File: config.mk
export PLATFORM = sky130hd
export DESIGN_NAME = fifo_drain_ctrl_flat
export DESIGN_NICKNAME = d
export VERILOG_FILES = /design/src/rtl/fifo_drain_ctrl_if.sv /design/src/rtl/fifo_drain_ctrl.sv /design/src/flat_wrapper.sv
export SDC_FILE = /design/constraint.sdc
export NUM_CORES = 1
export LEC_CHECK = 0
export ABC_AREA = 1
export CAP_MARGIN = 10
export CORE_MARGIN = 4
export CORE_UTILIZATION = 25
export DETAILED_ROUTE_END_ITERATION = 8
export PLACE_DENSITY = 0.58
export REMOVE_ABC_BUFFERS = 1
export SETUP_SLACK_MARGIN = 0.15
export SYNTH_ARGS = -nofsm -noshare
export SYNTH_HDL_FRONTEND = slang
export SYNTH_SLANG_ARGS = --single-unit
File: constraint.sdc
create_clock -name clk -period 1.6 [get_ports clk]
set_input_delay 0.24 -clock clk [delete_from_list [all_inputs] [get_ports clk]]
set_output_delay 0.24 -clock clk [all_outputs]
set_load 0.005 [all_outputs]
File: src/rtl/fifo_drain_ctrl_if.sv
`default_nettype none
// ============================================================================
// Module      : fifo_drain_ctrl_if
// Description : FIFO-side flags/data and downstream valid/ready bundle for
//               the FIFO drain controller.
// Revision    : 1.0 - initial release
// ============================================================================
interface fifo_drain_ctrl_if #(
    parameter int DATA_SIZE       = 6,
    parameter int MAIN_QUEUE_SIZE = 4,
    parameter int CNT_SIZE        = 8
);
    logic                       enable;
    logic                       fifo_empty;
    logic                       almost_empty;
    logic [MAIN_QUEUE_SIZE-1:0] data_count;
    logic [DATA_SIZE-1:0]       buff_out;
    logic [MAIN_QUEUE_SIZE-1:0] umb_burst;
    logic                       flush_req;
    logic                       ready_in;
    logic                       read;
    logic [DATA_SIZE-1:0]       data_out;
    logic                       valid_out;
    logic                       draining;
    logic [CNT_SIZE-1:0]        pop_count;

    modport master (
        input  enable, fifo_empty, almost_empty, data_count, buff_out,
               umb_burst, flush_req, ready_in,
        output read, data_out, valid_out, draining, pop_count
    );

    modport slave (
        output enable, fifo_empty, almost_empty, data_count, buff_out,
               umb_burst, flush_req, ready_in,
        input  read, data_out, valid_out, draining, pop_count
    );
endinterface
`default_nettype wire

File: src/rtl/fifo_drain_ctrl.sv
`default_nettype none
// ============================================================================
// Module      : fifo_drain_ctrl
// Description : FIFO read-side controller: pop decision, 2-entry skid buffer
//               absorbing read latency, valid/ready output. Optional delivered
//               word counter enabled by macro DRAIN_POP_COUNT_EN.
// Revision    : 1.0 - initial release
// ============================================================================
module fifo_drain_ctrl #(
    parameter int DATA_SIZE       = 6,
    parameter int MAIN_QUEUE_SIZE = 4,
    parameter int CNT_SIZE        = 8
) (
    input  wire logic         clk,
    input  wire logic         reset,
    fifo_drain_ctrl_if.master bus
);

    typedef enum logic [0:0] {
        S_IDLE  = 1'b0,
        S_DRAIN = 1'b1
    } state_t;

    state_t               r_state;
    state_t               w_state_nxt;
    logic                 r_read_q;
    logic [1:0]           r_count;
    logic [DATA_SIZE-1:0] r_skid0;
    logic [DATA_SIZE-1:0] r_skid1;
    logic [1:0]           w_slots;
    logic                 w_pop;
    logic                 w_read;
    logic                 w_start;
    logic                 w_unused_almost_empty;

    assign w_unused_almost_empty = bus.almost_empty;

    assign w_pop   = (r_count != 2'd0) && bus.ready_in;
    assign w_slots = r_count + {1'b0, r_read_q};
    // A zero threshold means "any occupancy", so test the empty flag instead.
    assign w_start = bus.flush_req ||
                     ((bus.umb_burst == '0) ? !bus.fifo_empty
                                            : (bus.data_count >= bus.umb_burst));

    always_ff @(posedge clk) begin
        if (reset) begin
            r_state <= S_IDLE;
        end else begin
            r_state <= w_state_nxt;
        end
    end

    always_comb begin
        w_state_nxt = r_state;
        w_read      = 1'b0;
        case (r_state)
            S_IDLE: begin
                if (w_start) begin
                    w_state_nxt = S_DRAIN;
                end
            end
            S_DRAIN: begin
                if (bus.fifo_empty && !r_read_q) begin
                    w_state_nxt = S_IDLE;
                end
                // A full skid may still take a word if the head leaves this cycle.
                w_read = bus.enable && !bus.fifo_empty && !reset &&
                         ((w_slots < 2'd2) || ((w_slots == 2'd2) && w_pop));
            end
            default: begin
                w_state_nxt = S_IDLE;
            end
        endcase
    end

    always_ff @(posedge clk) begin
        if (reset) begin
            r_read_q <= 1'b0;
            r_count  <= 2'd0;
            r_skid0  <= '0;
            r_skid1  <= '0;
        end else begin
            r_read_q <= w_read;
            if (r_read_q && w_pop) begin
                if (r_count == 2'd1) begin
                    r_skid0 <= bus.buff_out;
                end else begin
                    r_skid0 <= r_skid1;
                    r_skid1 <= bus.buff_out;
                end
            end else if (r_read_q) begin
                if (r_count == 2'd0) begin
                    r_skid0 <= bus.buff_out;
                end else begin
                    r_skid1 <= bus.buff_out;
                end
                r_count <= r_count + 2'd1;
            end else if (w_pop) begin
                r_skid0 <= r_skid1;
                r_count <= r_count - 2'd1;
            end
        end
    end

    assign bus.read      = w_read;
    assign bus.data_out  = r_skid0;
    assign bus.valid_out = (r_count != 2'd0);
    assign bus.draining  = (r_state == S_DRAIN);

`ifdef DRAIN_POP_COUNT_EN
    logic [CNT_SIZE-1:0] r_pop_count;

    always_ff @(posedge clk) begin
        if (reset) begin
            r_pop_count <= '0;
        end else if (w_pop && (r_pop_count != '1)) begin
            r_pop_count <= r_pop_count + CNT_SIZE'(1);
        end
    end

    assign bus.pop_count = r_pop_count;
`else
    assign bus.pop_count = '0;
`endif

endmodule
`default_nettype wire
File: src/flat_wrapper.sv
// flat-port wrapper written by rule: the top's interface ports become plain ports
module fifo_drain_ctrl_flat 
#(
    parameter int DATA_SIZE       = 6,
    parameter int MAIN_QUEUE_SIZE = 4,
    parameter int CNT_SIZE        = 8
)
  (clk, reset, bus_enable, bus_fifo_empty, bus_almost_empty, bus_data_count, bus_buff_out, bus_umb_burst, bus_flush_req, bus_ready_in, bus_read, bus_data_out, bus_valid_out, bus_draining, bus_pop_count);
  fifo_drain_ctrl_if #(.DATA_SIZE(DATA_SIZE), .MAIN_QUEUE_SIZE(MAIN_QUEUE_SIZE), .CNT_SIZE(CNT_SIZE)) bus_i ();
  input  wire logic clk;
  input  wire logic reset;
  input wire logic [$bits(bus_i.enable)-1:0] bus_enable;
  input wire logic [$bits(bus_i.fifo_empty)-1:0] bus_fifo_empty;
  input wire logic [$bits(bus_i.almost_empty)-1:0] bus_almost_empty;
  input wire logic [$bits(bus_i.data_count)-1:0] bus_data_count;
  input wire logic [$bits(bus_i.buff_out)-1:0] bus_buff_out;
  input wire logic [$bits(bus_i.umb_burst)-1:0] bus_umb_burst;
  input wire logic [$bits(bus_i.flush_req)-1:0] bus_flush_req;
  input wire logic [$bits(bus_i.ready_in)-1:0] bus_ready_in;
  output wire logic [$bits(bus_i.read)-1:0] bus_read;
  output wire logic [$bits(bus_i.data_out)-1:0] bus_data_out;
  output wire logic [$bits(bus_i.valid_out)-1:0] bus_valid_out;
  output wire logic [$bits(bus_i.draining)-1:0] bus_draining;
  output wire logic [$bits(bus_i.pop_count)-1:0] bus_pop_count;
  assign bus_i.enable = bus_enable;
  assign bus_i.fifo_empty = bus_fifo_empty;
  assign bus_i.almost_empty = bus_almost_empty;
  assign bus_i.data_count = bus_data_count;
  assign bus_i.buff_out = bus_buff_out;
  assign bus_i.umb_burst = bus_umb_burst;
  assign bus_i.flush_req = bus_flush_req;
  assign bus_i.ready_in = bus_ready_in;
  assign bus_read = bus_i.read;
  assign bus_data_out = bus_i.data_out;
  assign bus_valid_out = bus_i.valid_out;
  assign bus_draining = bus_i.draining;
  assign bus_pop_count = bus_i.pop_count;
  fifo_drain_ctrl #(.DATA_SIZE(DATA_SIZE), .MAIN_QUEUE_SIZE(MAIN_QUEUE_SIZE), .CNT_SIZE(CNT_SIZE)) u_core (.clk(clk), .reset(reset), .bus(bus_i));
endmodule
## After elaboration in Yosys (flattened, before gate mapping)

Index checks and enable logic that the tools add are counted.

| cells by class | value |
|---|---|
| add/sub/neg operators | 3 |
| magnitude comparators | 2 |
| eq/ne operators | 5 |
| muxes and demuxes | 16 |
| bitwise logic cells | 2 |
| reduce and logical (&&, ||, !) cells | 21 |

Operator list:

| kind | count |
|---|---|
| 6-bit 2-to-1 mux | 9 |
| 1-bit logical AND | 7 |
| 2-bit nonzero test | 3 |
| 4-bit greater-or-equal comparator | 1 |
| 4-bit zero test | 1 |
| 1-bit 2-to-1 mux | 4 |
| 2-bit 2-to-1 mux | 2 |
| 2-bit AND reduction | 2 |
| 1-bit zero test | 3 |
| 3-bit != test, second input constant | 1 |
| 3-bit AND reduction | 1 |
| 3-bit nonzero test | 1 |
| 2-bit by 1-bit adder with 2-bit output | 1 |
| 2-bit by 1-bit adder with 2-bit output, second input constant | 1 |
| 2-bit by 1-bit == test with 1-bit output, second input constant | 1 |
| 2-bit == test, second input constant | 1 |
| 2-bit zero test | 1 |
| 1-bit logical OR | 2 |
| 2-bit < comparator, second input constant | 1 |
| 2-bit by 1-bit != test with 1-bit output, second input constant | 1 |
| 2-bit != test, second input constant | 1 |
| 1-bit inverter | 2 |
| 1-bit case mux with 2 select lines | 1 |
| 2-bit by 1-bit subtractor with 2-bit output, second input constant | 1 |

| storage, ports and cells | value |
|---|---|
| bits in registers | 16 |
| bits of input ports | 21 |
| word-level logic and storage cells | 54 |

## Longest topological paths before layout

Gate-level depths: netlist of the first run.

| logic depth | value |
|---|---|
| depth in word-level cells | 6 |
| mapped depth | 12 |

## Worst setup path after synthesis of the first run

No wires, ideal clock.

| timing path | value |
|---|---|
| path kind | reg-to-reg |
| start | reg u_core.r_count[0] |
| end | reg u_core.r_skid1[2] |
| arrival | 1585 ps |
| setup slack | -104 ps |
| cell stages (with the launch flop) | 13 |
| path buffers | 1 |
| period minus slack after synthesis | 1704 ps |
| cells stage by stage | dfxtp_1 -> inv_1 -> ha_1 -> inv_1 -> nand2_1 -> inv_1 -> ha_1 -> nand2_1 -> nand2_1 -> nor2_2 -> buf_4 -> o21ai_0 -> a21oi_1 |

| between the ends | value |
|---|---|
| longest elaborated chain between the ends | 5 |
| elaborated cells on any way between the ends | 10 |

Ends and longest elaborated chain:

| what | line | text |
|---|---|---|
| from (decl) | fifo_drain_ctrl.sv:27 | `logic [1:0] r_count;` |
| from (signal assigned) | fifo_drain_ctrl.sv:97 | `r_count <= r_count + 2'd1;` |
| from (signal assigned) | fifo_drain_ctrl.sv:100 | `r_count <= r_count - 2'd1;` |
| 2-bit nonzero test * | -- |  |
| named net bus_valid_out | flat_wrapper.sv:22 | `output wire logic [$bits(bus_i.valid_out)-1:0] bus_valid_out;` |
| 1-bit logical AND * | fifo_drain_ctrl.sv:38 | `assign w_pop = (r_count != 2'd0) && bus.ready_in;` |
| 1-bit logical AND * | fifo_drain_ctrl.sv:84 | `if (r_read_q && w_pop) begin` |
| 2-bit != test (no line) (tied with other cells) | -- |  |
| 3-bit AND reduction (no line) | -- |  |
| to (signal assigned) | fifo_drain_ctrl.sv:89 | `r_skid1 <= bus.buff_out;` |
| to (signal assigned) | fifo_drain_ctrl.sv:95 | `r_skid1 <= bus.buff_out;` |
| to (decl) | fifo_drain_ctrl.sv:29 | `logic [DATA_SIZE-1:0] r_skid1;` |

The timed path passes the listed nets; every way through them passes the cells marked *.
A chain may end at the register's enable or synchronous reset.

## Worst setup path in the final report of the first run

| timing path | value |
|---|---|
| start | reg u_core.r_count[0] |
| end | out bus_read |

| between the ends | value |
|---|---|
| longest elaborated chain between the ends | 6 |
| elaborated cells on any way between the ends | 9 |

Ends and longest elaborated chain:

| what | line | text |
|---|---|---|
| 2-bit by 1-bit adder with 2-bit output or 2-bit nonzero test (tied branches) | fifo_drain_ctrl.sv:39, fifo_drain_ctrl.sv:38 |  |
| 2-bit == test or 1-bit logical AND (tied branches) | fifo_drain_ctrl.sv:68, fifo_drain_ctrl.sv:38 |  |
| 1-bit logical AND | fifo_drain_ctrl.sv:68 | `((w_slots < 2'd2) \|\| ((w_slots == 2'd2) && w_pop));` |
| 1-bit logical OR * | fifo_drain_ctrl.sv:68 |  |
| 1-bit logical AND * | fifo_drain_ctrl.sv:67 | `w_read = bus.enable && !bus.fifo_empty && !reset &&` |
| 1-bit 2-to-1 mux * | fifo_drain_ctrl.sv:56 | `case (r_state)` |
| to (decl) | flat_wrapper.sv:20 | `output wire logic [$bits(bus_i.read)-1:0] bus_read;` |

Mark *: on every way between the ends. The rest lies on a longest branch, timed or not.

==> qor.log, run 1 <==
qor: logic_synthesis.synth_area 971 um2
qor: placed_design.placed_cells_incl_taps 218
qor: worst_setup_path.cp_cell_sequence buf_6 > ha_4 > xnor2_2 > nor2_2 > nor4_1 > buf_2
qor: cells_and_area.final_layout_size_suffix_gt1_share 27.2%
qor: logic_synthesis.syn_avg_cell_area 7.30 um2
qor: placed_design.gp_routability_congestion 0.768
qor: floorplan.fp.dieArea 4940 um2
qor: logic_synthesis.synth_ff_type sky130_fd_sc_hd__dfxtp_1
qor: logic_synthesis.ys.warnings.count 0
qor: worst_setup_path.crit_fanout 2
qor: worst_setup_path.crit_path_top_delay_cell sky130_fd_sc_hd__dfxtp_2
qor: cells_and_area.antenna_cells_inserted 0
qor: placed_design.dpl_cell_area 1370 um2
qor: route.postRouteAntennaNets 0
qor: cells_and_area.summed_area_of_non_filler_cells_in_the_final_layout 1610 um2
qor: cells_and_area.area_growth_syn_to_layout 65.9%
qor: sta.timing.final.max_slew_violations 0
qor: logic_synthesis.synth_sequential_area_ratio 33.0%
qor: logic_synthesis.synth_enable_flop_cells 0
qor: worst_setup_path.worst_path_dominant_cell_family flip-flops
qor: outcome.status complete, but fails checks
qor: logic_synthesis.synth.distinct_cells 18
qor: floorplan.area_of_the_placeable_core 3720 um2
qor: logic_synthesis.post_synth_main_area_contributors sky130_fd_sc_hd__dfxtp_1 33%, sky130_fd_sc_hd__ha_1 13%, sky130_fd_sc_hd__nand2_1 8.5%
qor: power_and_ir_drop.p_int 0.00100 W
qor: worst_setup_path.critPathArrivalTime 1360 ps
qor: clock_tree.tritoncts done
qor: grt.global_route.usage.total 9.96%
qor: power_and_ir_drop.seq_power_share 33.6%
qor: sta.fin_worst_skew 1.45 ps
qor: floorplan.die-width 70.3 um
qor: route.detailed_route_wl 2.34 mm
qor: route.num_vias 931
qor: sta.timing.final.setup_violations 1
qor: placed_design.place_hpwl 1.63 mm
qor: worst_setup_path.startpoint_type register
qor: logic_synthesis.netlist.area_leader.share 33.0%
qor: power_and_ir_drop.post-layout-total-power 0.00142 W
qor: power_and_ir_drop.power.share.switching 29.3%
qor: sta.setup_slack -4.99 ps
qor: placed_design.numPortBuffers 28
qor: power_and_ir_drop.ir_drop 0.714 mV
qor: sta.post-route-period-util 100%
qor: route.vias_per_cell 4.08
qor: route.detailedRoute.firstIterationViolations 38
qor: grt.grt_antenna_before_repair 0
qor: clock_tree.insertion_delay 250 ps
qor: route.drt-pass1-iter-count 4
qor: clock_tree.clock_tree.root_cell sky130_fd_sc_hd__clkbuf_8
qor: floorplan.pin_count 38
qor: worst_setup_path.cpPeakStageDelay 340 ps
qor: sta.grt_setup_unrepaired yes
qor: grt.grt_pass1_wl 4.03 mm
qor: power_and_ir_drop.relative_contribution_of_combinational_cells_to_total_power 41.4%
qor: worst_setup_path.worst_setup_path_end_kind primary output
qor: logic_synthesis.synth.largest_area_cell sky130_fd_sc_hd__dfxtp_1
qor: flow_run.number_of_maximum_capacitance_constraint_violations 0
qor: power_and_ir_drop.power.leakage 0.729 nW
qor: logic_synthesis.post-synth-top-count-cell sky130_fd_sc_hd__nand2_1
qor: logic_synthesis.netlist_top_cells_count 22 x sky130_fd_sc_hd__nand2_1, 20 x sky130_fd_sc_hd__inv_1, 16 x sky130_fd_sc_hd__dfxtp_1, 15 x sky130_fd_sc_hd__a21oi_1
qor: logic_synthesis.synth_seq_cells 16
qor: cells_and_area.finalCoreUtilization 43.3%
qor: sta.min_period 1600 ps
qor: clock_tree.cts-htree-levels 1
qor: floorplan.fp.dieH 70.3 um
qor: power_and_ir_drop.power_switching 0.000416 W
qor: clock_tree.tritoncts_num_sinks 16
qor: worst_hold_path.holdCritPathClass reg2reg
qor: worst_setup_path.cp_data_required_time 1360 ps
qor: logic_synthesis.synth_cells 133
qor: clock_tree.clk_pin_slew 60 ps
qor: power_and_ir_drop.cellPowerDensity 881 nW/um2
qor: logic_synthesis.ys_async_sr_fraction 0%
qor: floorplan.initial_utilization 26.1%
qor: route.drc 0
qor: sta.final-hold-violation-count 0
qor: clock_tree.clk_path_buf_depth 2
qor: cells_and_area.finish.net_count 212
qor: sta.maximum_clock_frequency 623 MHz
qor: power_and_ir_drop.pwr-share-clk 25.0%
qor: grt.grt_pass1_vias 923
qor: cells_and_area.n_fill_cell 373
qor: outcome.violations negative setup slack
qor: floorplan.placementRows 22
qor: placed_design.preCtsSetupSlack -270 ps
qor: clock_tree.cts_made_buffers 3
qor: worst_setup_path.worstSetupPathType reg2out
qor: cells_and_area.post_layout_cell_count 228
qor: worst_setup_path.cp_num_buf_inv 2
qor: grt.grt.overflow.total 0
qor: grt.grt_start_max_net_pins 16
qor: route.wire_per_inst 10.3 um
## stage by stage
stage / hold slack [ps] / setup TNS, ps
6_report: 514 / -4.99
5_1_grt: 544 / -257
4_1_cts: 510 / -72.6
3_5_place_dp: 507 / -2210
3_3_place_gp: 506 / -2140
2_1_floorplan: 318 / -741
## timing repair
action	4_1_cts	5_1_grt
setup buffers	5	1
resized for setup	26	19
hold buffers	0	0
pin swaps	8	5
endpoints found under the setup margin	14	15
gates cloned	0	0
hold endpoints to repair	0	0
## placed cells by master (no fill, tap or decap), types with 6 or more instances in the layout
cell                               n
sky130_fd_sc_hd__a21oi_1          14
sky130_fd_sc_hd__dfxtp_1          14
sky130_fd_sc_hd__conb_1            8
sky130_fd_sc_hd__nand2_1          19
sky130_fd_sc_hd__ha_1              6
sky130_fd_sc_hd__clkdlybuf4s50_1  26
sky130_fd_sc_hd__inv_1            16
sky130_fd_sc_hd__buf_4            16
sky130_fd_sc_hd__o21ai_1          14
## tightest hold or removal path, delay by kind of cell, from the launching register on
| kind | cells | cell delay (ps) |
|---|---|---|
| simple gates | 2 | 140 |
| flops | 1 | 340 |
## path summary, 6_finish.rpt
kind / from / endpoint / slack [ps] / cells past startpoint
max: u_core.r_count[0] / bus_read / -5 / 6
min: u_core.bus.draining / u_core.r_read_q / 510 / 2
max reg2reg: u_core.r_count[0] / u_core.r_skid1[4] / 70 / 12
min reg2reg: u_core.bus.draining / u_core.r_read_q / 510 / 2
## registers in the layout (all words and copies together) (netlist names)
register and count:
u_core.bus.data_out 6, u_core.r_skid1 6, u_core.r_count 2, u_core.bus.draining 1
u_core.r_read_q 1
## logic make-up after synthesis
family                     after synthesis  synth area share, %
DFF                                     16                 33.0
other                                    1                0.386
xor gates and xnor gates                 2                 1.80
buffers and inverters                   33                 17.9
adders and majority gates               10                 12.9
and+or+nand+nor                         34                 14.2
AOI/OAI and AO/OA                       37                 19.8
## layout make-up
cell class	count	area, um2	area share (%)
multi-input cells	91	619	38.5
repair buffers	48	467	29.0
flip-flops and latches	16	325	20.2
inverters	21	83.8	5.21
well taps	48	60.1	3.73
clock buffers	4	55.1	3.42
## routing by layer
layer,global-route usage [%],part of all wire [%],vias to the layer above
met5,0,0,-
met4,1.91,0.51,0
met3,3.31,5.8,2
met2,16.2,48,27
met1,12.8,46,395
li1,-,-,507
## power by group through the flow
stage | combinational (W) | sequential [W] | clock [W]
6_report | 0.000588 | 0.000476 | 0.000354
5_1_grt | 0.000650 | 0.000482 | 0.000392
4_1_cts | 0.000528 | 0.000476 | 0.000367
3_5_place_dp | 0.000445 | 0.000479 | 0
3_3_place_gp | 0.000444 | 0.000479 | 0
2_1_floorplan | 0.000182 | 0.000484 | 0
Note: power is estimated with default switching activity, not from simulation.
==> run 2, diff against run 1 <==
--- a/config.mk
+++ b/config.mk
@@ -12,7 +12,7 @@
 export DETAILED_ROUTE_END_ITERATION = 8
 export PLACE_DENSITY = 0.58
 export REMOVE_ABC_BUFFERS = 1
-export SETUP_SLACK_MARGIN = 0.15
+export SETUP_SLACK_MARGIN = 0.05
 export SYNTH_ARGS = -nofsm -noshare
 export SYNTH_HDL_FRONTEND = slang
 export SYNTH_SLANG_ARGS = --single-unit
==> qor.log, run 2 (synthesized netlist as in run 1, its figures left out) <==
qor: floorplan.placementRows 22
qor: cells_and_area.area_growth_syn_to_layout 74.2%
qor: power_and_ir_drop.power_switching 0.000426 W
qor: clock_tree.clk_pin_slew 60 ps
qor: clock_tree.clock_tree.root_cell sky130_fd_sc_hd__clkbuf_8
qor: grt.grt_antenna_before_repair 0
qor: cells_and_area.summed_area_of_non_filler_cells_in_the_final_layout 1690 um2
qor: route.drc 0
qor: worst_setup_path.crit_fanout 3
qor: floorplan.fp.dieArea 4940 um2
qor: worst_hold_path.hold_path_startpoint u_core.bus.draining
qor: clock_tree.cts-htree-levels 1
qor: power_and_ir_drop.relative_contribution_of_combinational_cells_to_total_power 41.7%
qor: power_and_ir_drop.p_int 0.00101 W
qor: placed_design.dpl_cell_area 1370 um2
qor: cells_and_area.final_common_cell sky130_fd_sc_hd__clkdlybuf4s50_1
qor: route.postRouteAntennaNets 0
qor: worst_setup_path.startpoint_type register
qor: grt.global_route.usage.total 10.4%
qor: route.vias_per_cell 4.13
qor: sta.min_period 1700 ps
qor: sta.post-route-period-util 106%
qor: cells_and_area.final_layout_size_suffix_gt1_share 32.2%
qor: flow_run.number_of_maximum_capacitance_constraint_violations 0
qor: sta.fin_worst_skew 2.06 ps
qor: worst_setup_path.regToRegSetupSlack 10 ps
qor: floorplan.initial_utilization 26.1%
qor: sta.final-hold-violation-count 0
qor: cells_and_area.finish.net_count 215
qor: worst_setup_path.crit_start u_core.r_count[0]
qor: outcome.status complete, but fails checks
qor: power_and_ir_drop.power.leakage 0.755 nW
qor: clock_tree.insertion_delay 250 ps
qor: grt.grt_pass1_wl 4.22 mm
qor: worst_setup_path.critPathArrivalTime 1460 ps
qor: worst_setup_path.worstRegToRegCells 11
qor: power_and_ir_drop.seq_power_share 33.4%
qor: floorplan.die-width 70.3 um
qor: route.num_vias 953
qor: placed_design.gp_routability_congestion 0.768
qor: worst_setup_path.worstSetupPathType reg2out
qor: power_and_ir_drop.cellPowerDensity 848 nW/um2
qor: clock_tree.tritoncts done
qor: sta.timing.final.max_slew_violations 0
qor: worst_setup_path.worst_r2r_endpoint u_core.bus.data_out[5]
qor: grt.grt_start_max_net_pins 16
qor: route.drt-pass1-iter-count 4
qor: floorplan.fp.dieH 70.3 um
qor: clock_tree.cts_made_buffers 3
qor: power_and_ir_drop.ir_drop 0.723 mV
qor: floorplan.area_of_the_placeable_core 3720 um2
qor: sta.maximum_clock_frequency 590 MHz
qor: grt.grt.overflow.total 0
qor: sta.timing.final.setup_violations 1
qor: worst_setup_path.worst_setup_path_end_kind primary output
qor: power_and_ir_drop.pwr-share-clk 24.9%
qor: sta.setup_slack -96.1 ps
qor: worst_setup_path.critical_path.reg2reg.startpoint u_core.r_count[0]
qor: placed_design.numPortBuffers 28
qor: sta.hold_slack 507 ps
qor: clock_tree.clk_path_buf_depth 2
qor: grt.grt_pass1_vias 937
qor: worst_setup_path.crit_end bus_read
qor: sta.grt_setup_unrepaired yes
qor: route.wire_per_inst 11.2 um
qor: cells_and_area.antenna_cells_inserted 0
qor: clock_tree.tritoncts_num_sinks 16
qor: floorplan.pin_count 38
qor: worst_hold_path.holdCritPathClass reg2reg
qor: cells_and_area.final_cell_mix 26 x sky130_fd_sc_hd__clkdlybuf4s50_1, 19 x sky130_fd_sc_hd__nand2_1, 16 x sky130_fd_sc_hd__inv_1, 16 x sky130_fd_sc_hd__buf_4, 13 x sky130_fd_sc_hd__dfxtp_1
qor: sta.final.setup.tns -96.1 ps
qor: route.detailedRoute.firstIterationViolations 29
qor: worst_setup_path.cp_data_required_time 1360 ps
qor: outcome.violations negative setup slack
qor: placed_design.place_hpwl 1.63 mm
qor: route.detailed_route_wl 2.60 mm
qor: power_and_ir_drop.power.share.switching 29.7%
## run 2: how the worst min path moves through the flow
stage / endpoint / slack [ps] / cells past startpoint
after floorplan: u_core.r_read_q / 320 / 1
after global placement: u_core.bus.data_out[4] / 510 / 2
after detailed placement: u_core.bus.data_out[4] / 510 / 2
after CTS: u_core.r_skid1[3] / 510 / 2
after global routing: u_core.r_skid1[5] / 540 / 2
final: u_core.r_read_q / 510 / 2
## run 2: layout make-up
type                       instances  area (um2)
inverter                          21        83.8
clock buffer                       4        55.1
timing repair buffer              50         488
tap                               48        60.1
fill                             369        2020
sequential                        16         327
multi-input combinational         92         678
## run 2: metrics by stage
| step | total power [W] | util [%] | setup WS, ps | cells |
|---|---|---|---|---|
| 5_1_grt | 0.00154 | 45.5 | -152 | 231 |
| 6_report | 0.00143 | 45.5 | -96.1 | 231 |
| 2_1_floorplan | 0.000666 | - | -73.1 | 128 |
| 4_1_cts | 0.00136 | 42.0 | -76.5 | 228 |
| 3_5_place_dp | 0.000925 | 36.9 | -270 | 218 |
| 3_3_place_gp | 0.000923 | 36.9 | -258 | 218 |
## run 2: per-layer routing
| metal | GRT usage (%) | wire length, um |
|---|---|---|
| met3 | 3.31 | 126 |
| met1 | 13.9 | 1220 |
| met4 | 1.91 | 12 |
| met5 | 0 | 0 |
| met2 | 16.4 | 1240 |
## run 2: power by group through the flow
| stage | logic, W | registers [W] | clock network, W |
|---|---|---|---|
| floorplan | 0.000182 | 0.000484 | 0 |
| global placement | 0.000444 | 0.000479 | 0 |
| detailed placement | 0.000445 | 0.000479 | 0 |
| CTS | 0.000514 | 0.000475 | 0.000367 |
| global route | 0.000659 | 0.000486 | 0.000393 |
| finish | 0.000598 | 0.000479 | 0.000357 |
## run 2: repair_timing
action                                  in CTS  in global routing
endpoints found under the setup margin      14                 13
hold buffers                                 0                  0
cloned                                       2                  0
gates resized for setup                     31                 27
setup buffers                                4                  4
pin swaps                                   10                 15
## run 2: worst max-delay path, stage by stage (launching register included)
cell                      delay (ps)
sky130_fd_sc_hd__dfxtp_2         360
sky130_fd_sc_hd__inv_4            60
sky130_fd_sc_hd__ha_4            160
sky130_fd_sc_hd__inv_4            60
sky130_fd_sc_hd__nand2_4          60
sky130_fd_sc_hd__nor2_4          110
sky130_fd_sc_hd__nor2_2           40
sky130_fd_sc_hd__nor4_1          200
sky130_fd_sc_hd__buf_2           150
